File: config.mk
export PLATFORM = sky130hd
export DESIGN_NAME = regfile_wb_arbiter
export DESIGN_NICKNAME = d
export VERILOG_FILES = /design/src/rtl/regfile_wb_arbiter.sv
export SDC_FILE = /design/constraint.sdc
export NUM_CORES = 1
export LEC_CHECK = 0
export BUFFER_PORTS_ARGS = -buffer_cell sky130_fd_sc_hd__buf_2
export CORE_MARGIN = 4
export CORE_UTILIZATION = 47
export CTS_CLUSTER_DIAMETER = 50
export CTS_CLUSTER_SIZE = 30
export DETAILED_ROUTE_END_ITERATION = 8
export PLACE_DENSITY = 0.75
export REMOVE_ABC_BUFFERS = 1
export SYNTH_ARGS = -nofsm -noshare
export SYNTH_HDL_FRONTEND = slang
export SYNTH_SLANG_ARGS = --single-unit
File: constraint.sdc
create_clock -name clk -period 1.9 [get_ports clk]
set_clock_uncertainty 0.1 [all_clocks]
set_input_delay 0.095 -clock clk [delete_from_list [all_inputs] [get_ports clk]]
set_output_delay 0.095 -clock clk [all_outputs]
set_load 0.01 [all_outputs]
File: src/rtl/regfile_wb_arbiter.sv
// Two-source register-file writeback arbiter, one-entry buffer per source, registered write port.
// Optional round-robin tie-breaking for different-address contention: define WB_ARB_RR_EN.
module regfile_wb_arbiter (
    input  logic        clk,
    input  logic        rst,
    input  logic        flush,
    input  logic        req0_valid,
    output logic        req0_ready,
    input  logic [4:0]  req0_addr,
    input  logic [31:0] req0_data,
    input  logic        req1_valid,
    output logic        req1_ready,
    input  logic [4:0]  req1_addr,
    input  logic [31:0] req1_data,
    output logic        we,
    output logic [4:0]  waddr,
    output logic [31:0] wdata,
    output logic        busy
);

    logic        full0, full1;
    logic        young0, young1;
    logic [4:0]  addr0, addr1;
    logic [31:0] data0, data1;
    logic        pick1, grant0, grant1;
    logic        load0, load1, stay0, stay1;
`ifdef WB_ARB_RR_EN
    logic        rr_ptr;
`endif

    // Same-address contention must preserve program order; a buffer without the
    // young bit is the older one, and simultaneous loads favour source 1.
    always_comb begin
        pick1 = 1'b0;
        if (full0 && full1) begin
            if (addr0 == addr1) begin
                pick1 = !young1;
            end else begin
`ifdef WB_ARB_RR_EN
                pick1 = rr_ptr;
`else
                pick1 = 1'b1;
`endif
            end
        end else begin
            pick1 = full1;
        end
    end

    assign grant0 = full0 && !pick1;
    assign grant1 = full1 && pick1;

    assign req0_ready = (!full0 || grant0) && !flush && !rst;
    assign req1_ready = (!full1 || grant1) && !flush && !rst;

    assign load0 = req0_valid && req0_ready && (req0_addr != 5'd0);
    assign load1 = req1_valid && req1_ready && (req1_addr != 5'd0);
    assign stay0 = full0 && !grant0;
    assign stay1 = full1 && !grant1;

    assign busy = full0 || full1 || we;

    always_ff @(posedge clk) begin
        if (rst) begin
            full0  <= 1'b0;
            full1  <= 1'b0;
            young0 <= 1'b0;
            young1 <= 1'b0;
            addr0  <= 5'd0;
            addr1  <= 5'd0;
            data0  <= 32'd0;
            data1  <= 32'd0;
            we     <= 1'b0;
            waddr  <= 5'd0;
            wdata  <= 32'd0;
`ifdef WB_ARB_RR_EN
            rr_ptr <= 1'b0;
`endif
        end else if (flush) begin
            full0  <= 1'b0;
            full1  <= 1'b0;
            young0 <= 1'b0;
            young1 <= 1'b0;
            we     <= 1'b0;
        end else begin
            we <= grant0 || grant1;
            if (grant0 || grant1) begin
                waddr <= pick1 ? addr1 : addr0;
                wdata <= pick1 ? data1 : data0;
`ifdef WB_ARB_RR_EN
                rr_ptr <= !pick1;
`endif
            end
            full0 <= load0 || stay0;
            full1 <= load1 || stay1;
            if (load0) begin
                addr0 <= req0_addr;
                data0 <= req0_data;
            end
            if (load1) begin
                addr1 <= req1_addr;
                data1 <= req1_data;
            end
            // A fresh entry is younger only if the other buffer keeps its entry
            // across this edge; any change to the other buffer ends the ordering.
            young0 <= load0 ? stay1 : (young0 && stay0 && stay1);
            young1 <= load1 ? stay0 : (young1 && stay1 && stay0);
        end
    end

endmodule

==> summary.txt, run 1 <==
Global routing
  – Gr usage total: around 28%
  – Largest net degree at the start of global routing: 88
  – Global-route wire length before repair: approximately 26 mm
  – Grt total ovfl: 0
  – Initial antenna violation count: 0
  – Vias in the first global route: 5238

Clock tree
  – CTS clk-pin slew, worst paths: around 0.060 ns
  – Clk buf depth: 2
  – Clock sink count: about 120
  – TritonCTS Buffers: 17
  – Skew-Pair Late Insertion Delay: between 0.5 and 0.6 ns
  – TritonCTS clock tree: built
  – CTS root buf: clkbuf_8
  – H-tree depth: 4

Floorplanning
  – Core Region: 9730 sq um
  – Row count: 36
  – Starting Density: a little under half
  – Die H: 108 microns
  – # IOs: 120
  – Chip Width: 108 microns
  – Die area: between 10000 and 15000 sq um

Yosys
  – Flop and latch count out of synthesis: around 120
  – Ys async rst share: 0%
  – Number of flops mapped to enable cells by yosys: 0
  – Post-synthesis compound-gate area fraction: between 20% and 30%
  – Yosys warnings: 0
  – Synth Area in XOR/XNOR: 0.939%
  – Simple-Gate Fraction of Synth Area: 18.5%
  – Largest family of logic cells by synthesized area: compound AO/OA/AOI/OAI gates
  – Main flop type after synthesis: dfxtp_1
  – Post-Synth Adder-Cell Area: 0%
  – Post-Syn Instances: around 570
  – Sequential element share of the synthesized area: between 40% and 50%
  – Syn Area/Cell: about 8 sq um
  – Distinct cell type count of the synthesized netlist: 32
  – Mux share of post-synthesis cell area: less than 1%
  – Syn Std Cell Area: about 4700 sq um

Cells and area
  – ANT cells: 0
  – Fillers: approximately 530
  – Footprint of the multi-input gates: 2590 sq um
  – Final Cell Area: 7850 sq um
  – Register area: between 2000 and 2500 sq um
  – Final nets: between 800 and 900
  – Area Overhead vs Synth: 68.3%
  – Share of cells above drive strength 1: 38.3%

Setup path
  – CP Launch Type: flop
  – Worst-path fanout max: 11
  – CP endpoint kind: flop
  – Worst EP arrival: between 2 and 3 ns
  – Flop2flop setup slack: -0.46 ns
  – Crit Path Category: reg2reg
  – Required @ worst endpoint: roughly 2.2 ns

Drt
  – Number of detailed-route iterations in the first pass: 5
  – Wirelength per Cell: between 20 and 25 microns
  – Via/cell ratio: between 6 and 7
  – Drc violations: 0
  – Final WL: 21.6 mm
  – Vias: 5905
  – Post-DRT Antenna Nets: 0
  – Iteration-0 DRC Markers: ~690

STA
  – Worst setup margin: -0.457 ns
  – Final TNS setup: -21.76 ns
  – Worst-Margin Slew: ~0.85 ns
  – Period minus WS final: approximately 2.4 ns
  – Rel. slew slack: a little over two fifths
  – Final hold vios: 0
  – FMAX: between 400 and 500 MHz
  – Final number of setup-violating endpoints: 111
  – Final max-slew violation count: 0
  – RSZ-0062 raised after global routing: true
  – Hold slack: 0.0542 ns
  – Final cycle utilization of the critical path: 124%

Run status
  – Outcome: complete, but fails checks
  – Failing checks: setup timing

Flow run
  – Max Cap Violations: 0

Power and ir drop
  – Pwr Density: about 880 nW/um^2
  – Pwr Total: 0.00689 W
  – P_leak: just under 3 nW
  – Peak VDD IR: about 600 uV

Place
  – Cell Area, Placed: 5500 sq um
  – Buffers on Ports: between 100 and 150
  – Gpl congestion: between 0.8 and 0.9
  – DP Wirelength: 8.57 mm

Hold path
  – Worst Hold Class: in2reg
final cells by class:
class | count | share of cell area [%]
inverters | 1 | 0.143
clock buffers | 22 | 6.02
multi-input cells | 401 | 33.0
flip-flops and latches | 115 | 29.4
well taps | 133 | 2.12
repair buffers | 254 | 27.0
repair inverters | 3 | 0.430
clock inverters | 9 | 1.93
registers in the layout, indices dropped and copies added (netlist names):
register and cells:
data0 32, data1 32, wdata 32, addr0 5, addr1 5, waddr 5, full0 1, full1 1
we 1, young1 1
path summary, 6_finish.rpt:
| check | start | end | depth (start not counted) |
|---|---|---|---|
| max | addr0[0] | wdata[22] | 7 |
| min | flush | waddr[4] | 5 |
| max reg2reg | addr0[0] | wdata[22] | 7 |
| min reg2reg | data1[15] | wdata[15] | 2 |
repair_timing:
item	4_1_cts	5_1_grt
endpoints found under the setup margin	109	110
endpoints found under the hold margin	89	0
pin swaps	13	72
resized for setup	31	150
gates cloned	4	12
buffers inserted	12	6
hold buffers	78	0
cell usage after synthesis (all sizes together) (2+ instances only):
library cell / count / area share, %
a211oi: 4 / 0.64
a21boi: 2 / 0.32
a21oi: 76 / 8.2
a311oi: 33 / 6.2
and2: 2 / 0.27
buf: 22 / 2.9
clkbuf: 37 / 3.0
dfxtp: 115 / 49
mux2i: 4 / 0.86
nand2: 68 / 5.5
nand3: 75 / 8.0
nor2: 41 / 3.3
nor3: 2 / 0.21
o21ai: 78 / 8.7
or2: 2 / 0.27
or4: 3 / 0.56
xnor2: 2 / 0.38
xor2: 3 / 0.56
through the flow:
stage | setup slack, ns | utilization [%] | std cells
finish | -0.457 | 80.7 | 938
CTS | -0.106 | 73.4 | 923
global placement | -0.139 | 56.5 | 798
detailed placement | -0.232 | 56.5 | 798
global route | -0.454 | 80.7 | 938
floorplan | -1.60 | - | 515
per-layer routing:
layer  track usage (%)  routed length [microns]  vias up  share of wire, %
li1                  -                        -     2499                 -
met3              5.70                     2150      169               9.9
met5                 0                        0        -                 0
met2              48.8                    10200      480                47
met1              33.9                     7430     2757                34
met4              11.5                     1840        0               8.5
power breakdown:
part	leakage, nW	total [W]	switching, W	internal [W]
clock	0.307	0.00338	0.00113	0.00226
sequential	0.937	0.00258	0.0000660	0.00251
combinational	1.70	0.000930	0.000510	0.000420
total	2.95	0.00689	0.00170	0.00519
worst max-delay path, stage by stage, from the launching register on:
cell	delay [ns]
dfxtp_1	0.34
xor2_1	0.19
or4_4	0.58
o21ai_4	0.17
buf_12	0.15
clkbuf_16	0.17
nand2_1	0.06
a311oi_1	0.44
kinds of logic (layout without fill, tap and decap cells):
| family | after synthesis | count (layout) |
|---|---|---|
| compound gates | 195 | 196 |
| simple gates | 195 | 196 |
| mux | 4 | 4 |
| flops | 115 | 115 |
| buf+inv | 60 | 289 |
| xor+xnor | 5 | 5 |
cell usage in the layout (no fill, tap or decap), drive strengths merged:
master / n
a21boi: 3
a21oi: 76
nor3: 2
dfxtp: 115
clkbuf: 28
clkinv: 5
or2: 2
nor4: 1
and2: 2
nand3: 75
xnor2: 2
a211oi: 4
or4: 3
a31o: 1
o21a: 1
xor2: 3
o21ai: 78
buf: 170
nand2: 68
mux2i: 4
inv: 3
clkinvlp: 1
bufinv: 4
or3: 1
dlygate4sd3: 78
nor2: 42
a311oi: 33
Power figures use the tool's default switching activity.
==> run 2, diff against run 1 <==
--- a/config.mk
+++ b/config.mk
@@ -5,14 +5,16 @@
 export SDC_FILE = /design/constraint.sdc
 export NUM_CORES = 1
 export LEC_CHECK = 0
-export BUFFER_PORTS_ARGS = -buffer_cell sky130_fd_sc_hd__buf_2
+export BUFFER_PORTS_ARGS = -buffer_cell sky130_fd_sc_hd__clkbuf_2
 export CORE_MARGIN = 4
 export CORE_UTILIZATION = 47
 export CTS_CLUSTER_DIAMETER = 50
 export CTS_CLUSTER_SIZE = 30
 export DETAILED_ROUTE_END_ITERATION = 8
+export HOLD_SLACK_MARGIN = 0.08
 export PLACE_DENSITY = 0.75
 export REMOVE_ABC_BUFFERS = 1
+export SETUP_SLACK_MARGIN = 0.3
 export SYNTH_ARGS = -nofsm -noshare
 export SYNTH_HDL_FRONTEND = slang
 export SYNTH_SLANG_ARGS = --single-unit
==> summary.txt, run 2 (synthesized netlist as in run 1, its figures left out) <==
Setup path
  – Reg2reg start: addr1[1]
  – Cell repeated most along the worst path: buf_4
  – CP endpoint kind: flop
  – Flop2flop setup slack: -0.46 ns (about the same)
  – Cell Chain, Critical Path: xnor2_1 -> and2_4 -> buf_4 -> a21boi_4 -> buf_4 -> o21ai_0 -> a21oi_2
  – Crit path largest cell delay: 0.62 ns (+0.04 ns)
  – Required @ worst endpoint: 2.20 ns (+0.02 ns)
  – Slowest CP cell: o21ai_0
  – Worst-path fanout max: 18 (+7)
  – Crit Path Category: reg2reg
  – Worst EP arrival: 2.66 ns (+0.02 ns)
  – Critical path's top delay family: compound AO/OA/AOI/OAI gates
  – Worst Path Buf+Inv: 2 (unchanged)
  – CP Launch Type: flop
  – Reg2reg path depth: 7 (unchanged)
  – FF-to-FF End: data0[14]

Place
  – Buffers on Ports: 119 (unchanged)
  – Pre-CTS setup slack: -0.217 ns (+0.0148 ns)
  – Gpl congestion: 0.783 (-2.3%)
  – DP Wirelength: 8.83 mm (+3.0%)
  – Cell Area, Placed: 5490 sq um (-0.23%)

Floorplanning
  – Chip Width: 108 microns (unchanged)
  – Die area: 11600 sq um (unchanged)
  – Starting Density: 48.0% (unchanged)
  – Core Region: 9730 sq um (unchanged)
  – # IOs: 120 (unchanged)
  – Row count: 36 (unchanged)
  – Die H: 108 microns (unchanged)

Cells and area
  – Top flop regs: data0 x32, data1 x32, wdata x32
  – Area Overhead vs Synth: 75.3%
  – Final Cell Area: 8180 sq um (+4.2%)
  – ANT cells: 0 (unchanged)
  – Commonest cells after routing, fill and taps aside: 115 x clkbuf_2, 112 x dfxtp_1, 77 x dlygate4sd3_1, 50 x o21ai_0, 45 x nand2_1
  – Most common cell after layout, fill and taps aside: clkbuf_2
  – Share of cells above drive strength 1: 44.4% (+6.1 points)
  – Final core utilization: 84.1% (+3.4 points)
  – Final nets: 876 (+0.46%)

Global routing
  – Gr usage total: 28.7% (+0.52 points)
  – Grt total ovfl: 0 (unchanged)
  – Vias in the first global route: 5455 (+4.1%)
  – Global-route wire length before repair: 25.9 mm (+0.32%)
  – Largest net degree at the start of global routing: 66 (-25%)
  – Initial antenna violation count: 0 (unchanged)

STA
  – Final hold vios: 1 (+1)
  – Hold slack: -0.0651 ns (-0.119 ns)
  – Final cycle utilization of the critical path: 124% (+0.21 points)
  – Period minus WS final: 2.36 ns (+0.00392 ns)
  – RSZ-0062 raised after global routing: true
  – Worst-Margin Slew: 0.859 ns (+0.0101 ns)
  – Final number of setup-violating endpoints: 111 (unchanged)
  – FMAX: 424 MHz (-0.17%)
  – Rel. slew slack: 42.6% (-0.68 points)
  – Final max-slew violation count: 0 (unchanged)
  – Worst setup margin: -0.461 ns (-0.00392 ns)

Clock tree
  – Clock sink count: 115 (unchanged)
  – Skew-Pair Late Insertion Delay: 0.54 ns (+0.02 ns)
  – CTS clk-pin slew, worst paths: 0.06 ns (about the same)
  – TritonCTS clock tree: built
  – Clk buf depth: 2 (unchanged)
  – Hold Buf Count CTS: 77 (-1.3%)
  – H-tree depth: 4 (unchanged)
  – CTS root buf: clkbuf_8
  – TritonCTS Buffers: 17 (unchanged)

Power and ir drop
  – Peak VDD IR: 586 uV (-2.5%)
  – P_leak: 3.00 nW (+1.9%)
  – Pwr Density: 832 nW/um^2 (-5.3%)
  – Pwr Total: 0.00680 W (-1.3%)

Hold path
  – Worst Hold Class: in2reg
  – WHS Endpoint: full0
  – Hold Startpoint: req0_valid
  – Hold Path Stages: 4 (-1)

Drt
  – Iteration-0 DRC Markers: 796 (+16%)
  – Number of detailed-route iterations in the first pass: 6 (+1)
  – Vias: 6116 (+3.6%)
  – Drc violations: 0 (unchanged)
  – Wirelength per Cell: 24.6 microns (+6.6%)
  – Post-DRT Antenna Nets: 0 (unchanged)
  – Final WL: 23.1 mm (+7.0%)
  – Via/cell ratio: 6.49 (+3.1%)

Run status
  – Failing checks: hold timing, setup timing
  – Outcome: complete, but fails checks

Flow run
  – Max Cap Violations: 0 (unchanged)
[run 2: layer usage]
layer / wire length (microns) / share of wire (%) / GRT usage (%)
met5: 0 / 0 / 0
met4: 1820 / 7.9 / 15.8
met3: 2620 / 11 / 7.02
met2: 11000 / 48 / 50.3
met1: 7680 / 33 / 31.6
[run 2: how the worst max path moves through the flow]
stage	from	slack, ns	endpoint	depth (start not counted)
finish	addr1[1]	-0.46	data0[14]	7
global route	addr0[0]	-0.45	data0[14]	7
CTS	addr1[0]	-0.15	req1_ready	6
detailed placement	addr0[2]	-0.22	addr0[3]	6
global placement	addr0[3]	-0.13	addr0[2]	6
floorplan	full1	-1.60	waddr[0]	3
[run 2: cell type report]
| class | instances | area, sq um |
|---|---|---|
| Clock inverter | 8 | 101 |
| Multi-Input combinational cell | 401 | 2870 |
| Fill cell | 476 | 1550 |
| Clock buffer | 23 | 477 |
| Timing Repair Buffer | 261 | 2250 |
| Sequential cell | 115 | 2310 |
| Inverter | 1 | 6.26 |
| Tap cell | 133 | 166 |
[run 2: metrics by stage]
stage | instances | TNS [ns]
2_1_floorplan | 515 | -89.87
3_3_place_gp | 798 | -5.11
3_5_place_dp | 798 | -8.38
4_1_cts | 922 | -4.22
5_1_grt | 942 | -25.35
6_report | 942 | -23.97
[run 2: report_power, final]
group          leakage, nW  internal (W)  total, W  switching [W]
Clock                0.276       0.00200   0.00320        0.00120
Combinational         1.79      0.000462   0.00102       0.000554
Sequential           0.937       0.00251   0.00259      0.0000757
Total                 3.00       0.00497   0.00680        0.00183
[run 2: worst register-to-register path: stages (launching register included)]
cell      delay [ns]
dfxtp_1         0.35
xnor2_1         0.37
and2_4          0.23
buf_4           0.16
a21boi_4        0.07
buf_4           0.21
o21ai_0         0.62
a21oi_2         0.11
[run 2: timing repair]
item                                   4_1_cts  5_1_grt
setup endpoints to repair                  112      117
gates resized for setup                     45      165
endpoints found under the hold margin      108        1
setup buffers                               11        8
gates cloned                                 5       12
pin swaps                                   10       89
==> run 3, diff against run 2 <==
--- a/config.mk
+++ b/config.mk
@@ -13,7 +13,6 @@
 export DETAILED_ROUTE_END_ITERATION = 8
 export HOLD_SLACK_MARGIN = 0.08
 export PLACE_DENSITY = 0.75
-export REMOVE_ABC_BUFFERS = 1
 export SETUP_SLACK_MARGIN = 0.3
 export SYNTH_ARGS = -nofsm -noshare
 export SYNTH_HDL_FRONTEND = slang
==> summary.txt, run 3 (synthesized netlist as in run 1, its figures left out) <==
STA
  – Rel. slew slack: 12.7% (-30 points)
  – Worst-Margin Slew: 1.31 ns (+0.451 ns)
  – Final hold vios: 0 (-1)
  – Final TNS setup: -27.87 ns (-3.90 ns)
  – Final max-slew violation count: 0 (unchanged)
  – RSZ-0062 raised after global routing: true
  – Period minus WS final: 2.35 ns (-0.0133 ns)
  – FMAX: 426 MHz (+0.57%)
  – Worst setup margin: -0.448 ns (+0.0133 ns)
  – Final cycle utilization of the critical path: 124% (-0.70 points)
  – Final number of setup-violating endpoints: 111 (unchanged)

Power and ir drop
  – P_leak: 3.08 nW (+2.5%)
  – Peak VDD IR: 626 uV (+6.9%)
  – Pwr Density: 847 nW/um^2 (+1.9%)

Place
  – Buffers on Ports: 119 (unchanged)
  – Cell Area, Placed: 5490 sq um (+0.11%)
  – DP Wirelength: 8.61 mm (-2.4%)
  – Placed insts: 795 (-0.38%)
  – Gpl congestion: 0.811 (+3.6%)

Drt
  – Post-DRT Antenna Nets: 0 (unchanged)
  – Final WL: 24.1 mm (+4.4%)
  – Drc violations: 0 (unchanged)
  – Vias: 6204 (+1.4%)
  – Wirelength per Cell: 25.4 microns (+3.3%)
  – Via/cell ratio: 6.52 (+0.37%)
  – Iteration-0 DRC Markers: 969 (+22%)
  – Number of detailed-route iterations in the first pass: 7 (+1)

Setup path
  – Slowest CP cell: o21ai_1
  – CP endpoint kind: flop
  – CP Launch Type: flop
  – Crit path largest cell delay: 0.47 ns (-0.15 ns)
  – Cell repeated most along the worst path: buf_4
  – Required @ worst endpoint: 2.15 ns (-0.05 ns)
  – Worst Path Buf+Inv: 4 (+2)
  – Worst-path fanout max: 9 (-9)
  – Worst EP arrival: 2.60 ns (-0.06 ns)
  – Cell Chain, Critical Path: nand2_1 -> nor4_2 -> buf_4 -> buf_6 -> buf_4 -> a21boi_4 -> buf_4 -> o21ai_1 -> a21oi_4
  – Crit Path Category: reg2reg
  – Critical path's top delay family: compound AO/OA/AOI/OAI gates

Floorplanning
  – Chip Width: 108 microns (unchanged)
  – Row count: 36 (unchanged)
  – Die H: 108 microns (unchanged)
  – # IOs: 120 (unchanged)
  – Starting Density: 48.0% (unchanged)
  – Die area: 11600 sq um (unchanged)
  – Core Region: 9730 sq um (unchanged)

Global routing
  – Largest net degree at the start of global routing: 113 (+71%)
  – Gr usage total: 35.3% (+6.7 points)
  – Global-route wire length before repair: 31.4 mm (+21%)
  – Vias in the first global route: 5982 (+9.7%)
  – GR peak layer: met2
  – Initial antenna violation count: 0 (unchanged)
  – Met1 Use GR: 40.5% (+8.9 points)
  – Grt total ovfl: 0 (unchanged)
  – GR Layer Usage met2: 57.2% (+7.0 points)
  – Met3 usage: 10.1% (+3.1 points)

Cells and area
  – Fillers: 483 (+1.5%)
  – Final Cell Area: 8170 sq um (-0.14%)
  – Top flop regs: data0 x32, data1 x32, wdata x32
  – Final nets: 885 (+1.0%)
  – Most common cell after layout, fill and taps aside: clkbuf_2
  – Share of cells above drive strength 1: 42.2% (-2.1 points)
  – ANT cells: 0 (unchanged)
  – Commonest cells after routing, fill and taps aside: 116 x clkbuf_2, 105 x dfxtp_1, 79 x dlygate4sd3_1, 68 x a21oi_1, 63 x nand2_1
  – Finished Layout Cells: 952 (+1.1%)
  – Area Overhead vs Synth: 75.0%

Clock tree
  – Skew-Pair Late Insertion Delay: 0.53 ns (about the same)
  – CTS root buf: clkbuf_8
  – Clock sink count: 115 (unchanged)
  – TritonCTS clock tree: built
  – CTS clk-pin slew, worst paths: 0.06 ns (about the same)
  – H-tree depth: 4 (unchanged)
  – TritonCTS Buffers: 17 (unchanged)
  – Clk buf depth: 2 (unchanged)

Hold path
  – Worst Hold Class: in2reg

Yosys
  – Syn_nets: 653

Run status
  – Outcome: complete, but fails checks
  – Failing checks: setup timing

Flow run
  – Max Cap Violations: 0 (unchanged)
run 3: path summary, 6_finish.rpt:
| check | start | endpoint | slack, ns | cells past startpoint |
|---|---|---|---|---|
| max | full0 | data0[7] | -0.45 | 9 |
| min | req1_addr[4] | young1 | 0.20 | 5 |
| max reg2reg | full0 | data0[7] | -0.45 | 9 |
| min reg2reg | data1[1] | data1[1] | 0.36 | 2 |
run 3: final cells by class:
class                      count  area [sq um]  share of cell area [%]
multi-input combinational    400          2650                    32.5
timing repair buffer         267          2370                    29.0
sequential                   115          2320                    28.4
clock buffer                  19           442                    5.41
tap                          133           166                    2.04
clock inverter                13           158                    1.93
timing repair inverter         4          50.0                   0.613
inverter                       1          11.3                   0.138
run 3: through the flow:
stage	setup WS (ns)	total power (W)	util [%]	hold slack, ns
after floorplan	0.0441	0.00292	-	0.0718
after CTS	-0.142	0.00664	80.7	0.126
after global routing	-0.466	0.00705	83.9	0.234
after detailed placement	-0.277	0.00317	56.5	0.237
after global placement	-0.176	0.00315	56.5	0.232
final	-0.448	0.00692	83.9	0.202
run 3: timing repair:
item | CTS | global route
hold endpoints to repair | 89 | 0
gates cloned | 14 | 3
setup buffers | 25 | 4
pin swaps | 102 | 21
hold buffers | 79 | 0
endpoints found under the setup margin | 112 | 117
gates resized for setup | 156 | 44
run 3: worst reg2reg max path: stages (launching register included):
cell	delay, ns
dfxtp_2	0.36
nand2_1	0.14
nor4_2	0.30
buf_4	0.19
buf_6	0.11
buf_4	0.13
a21boi_4	0.06
buf_4	0.19
o21ai_1	0.47
a21oi_4	0.12
run 3: report_power, final:
part	leakage, nW	total (W)	switching [W]	internal, W
registers	0.941	0.00259	0.0000755	0.00251
clock network	0.298	0.00330	0.00124	0.00207
logic	1.84	0.00103	0.000563	0.000467
total	3.08	0.00692	0.00188	0.00504
run 3: layer usage:
layer	part of all wire, %	wire, microns	up-vias
met5	0	0	-
met4	8.3	2000	0
met3	14	3430	183
met2	44	10700	667
met1	33	8000	2828
li1	-	-	2526
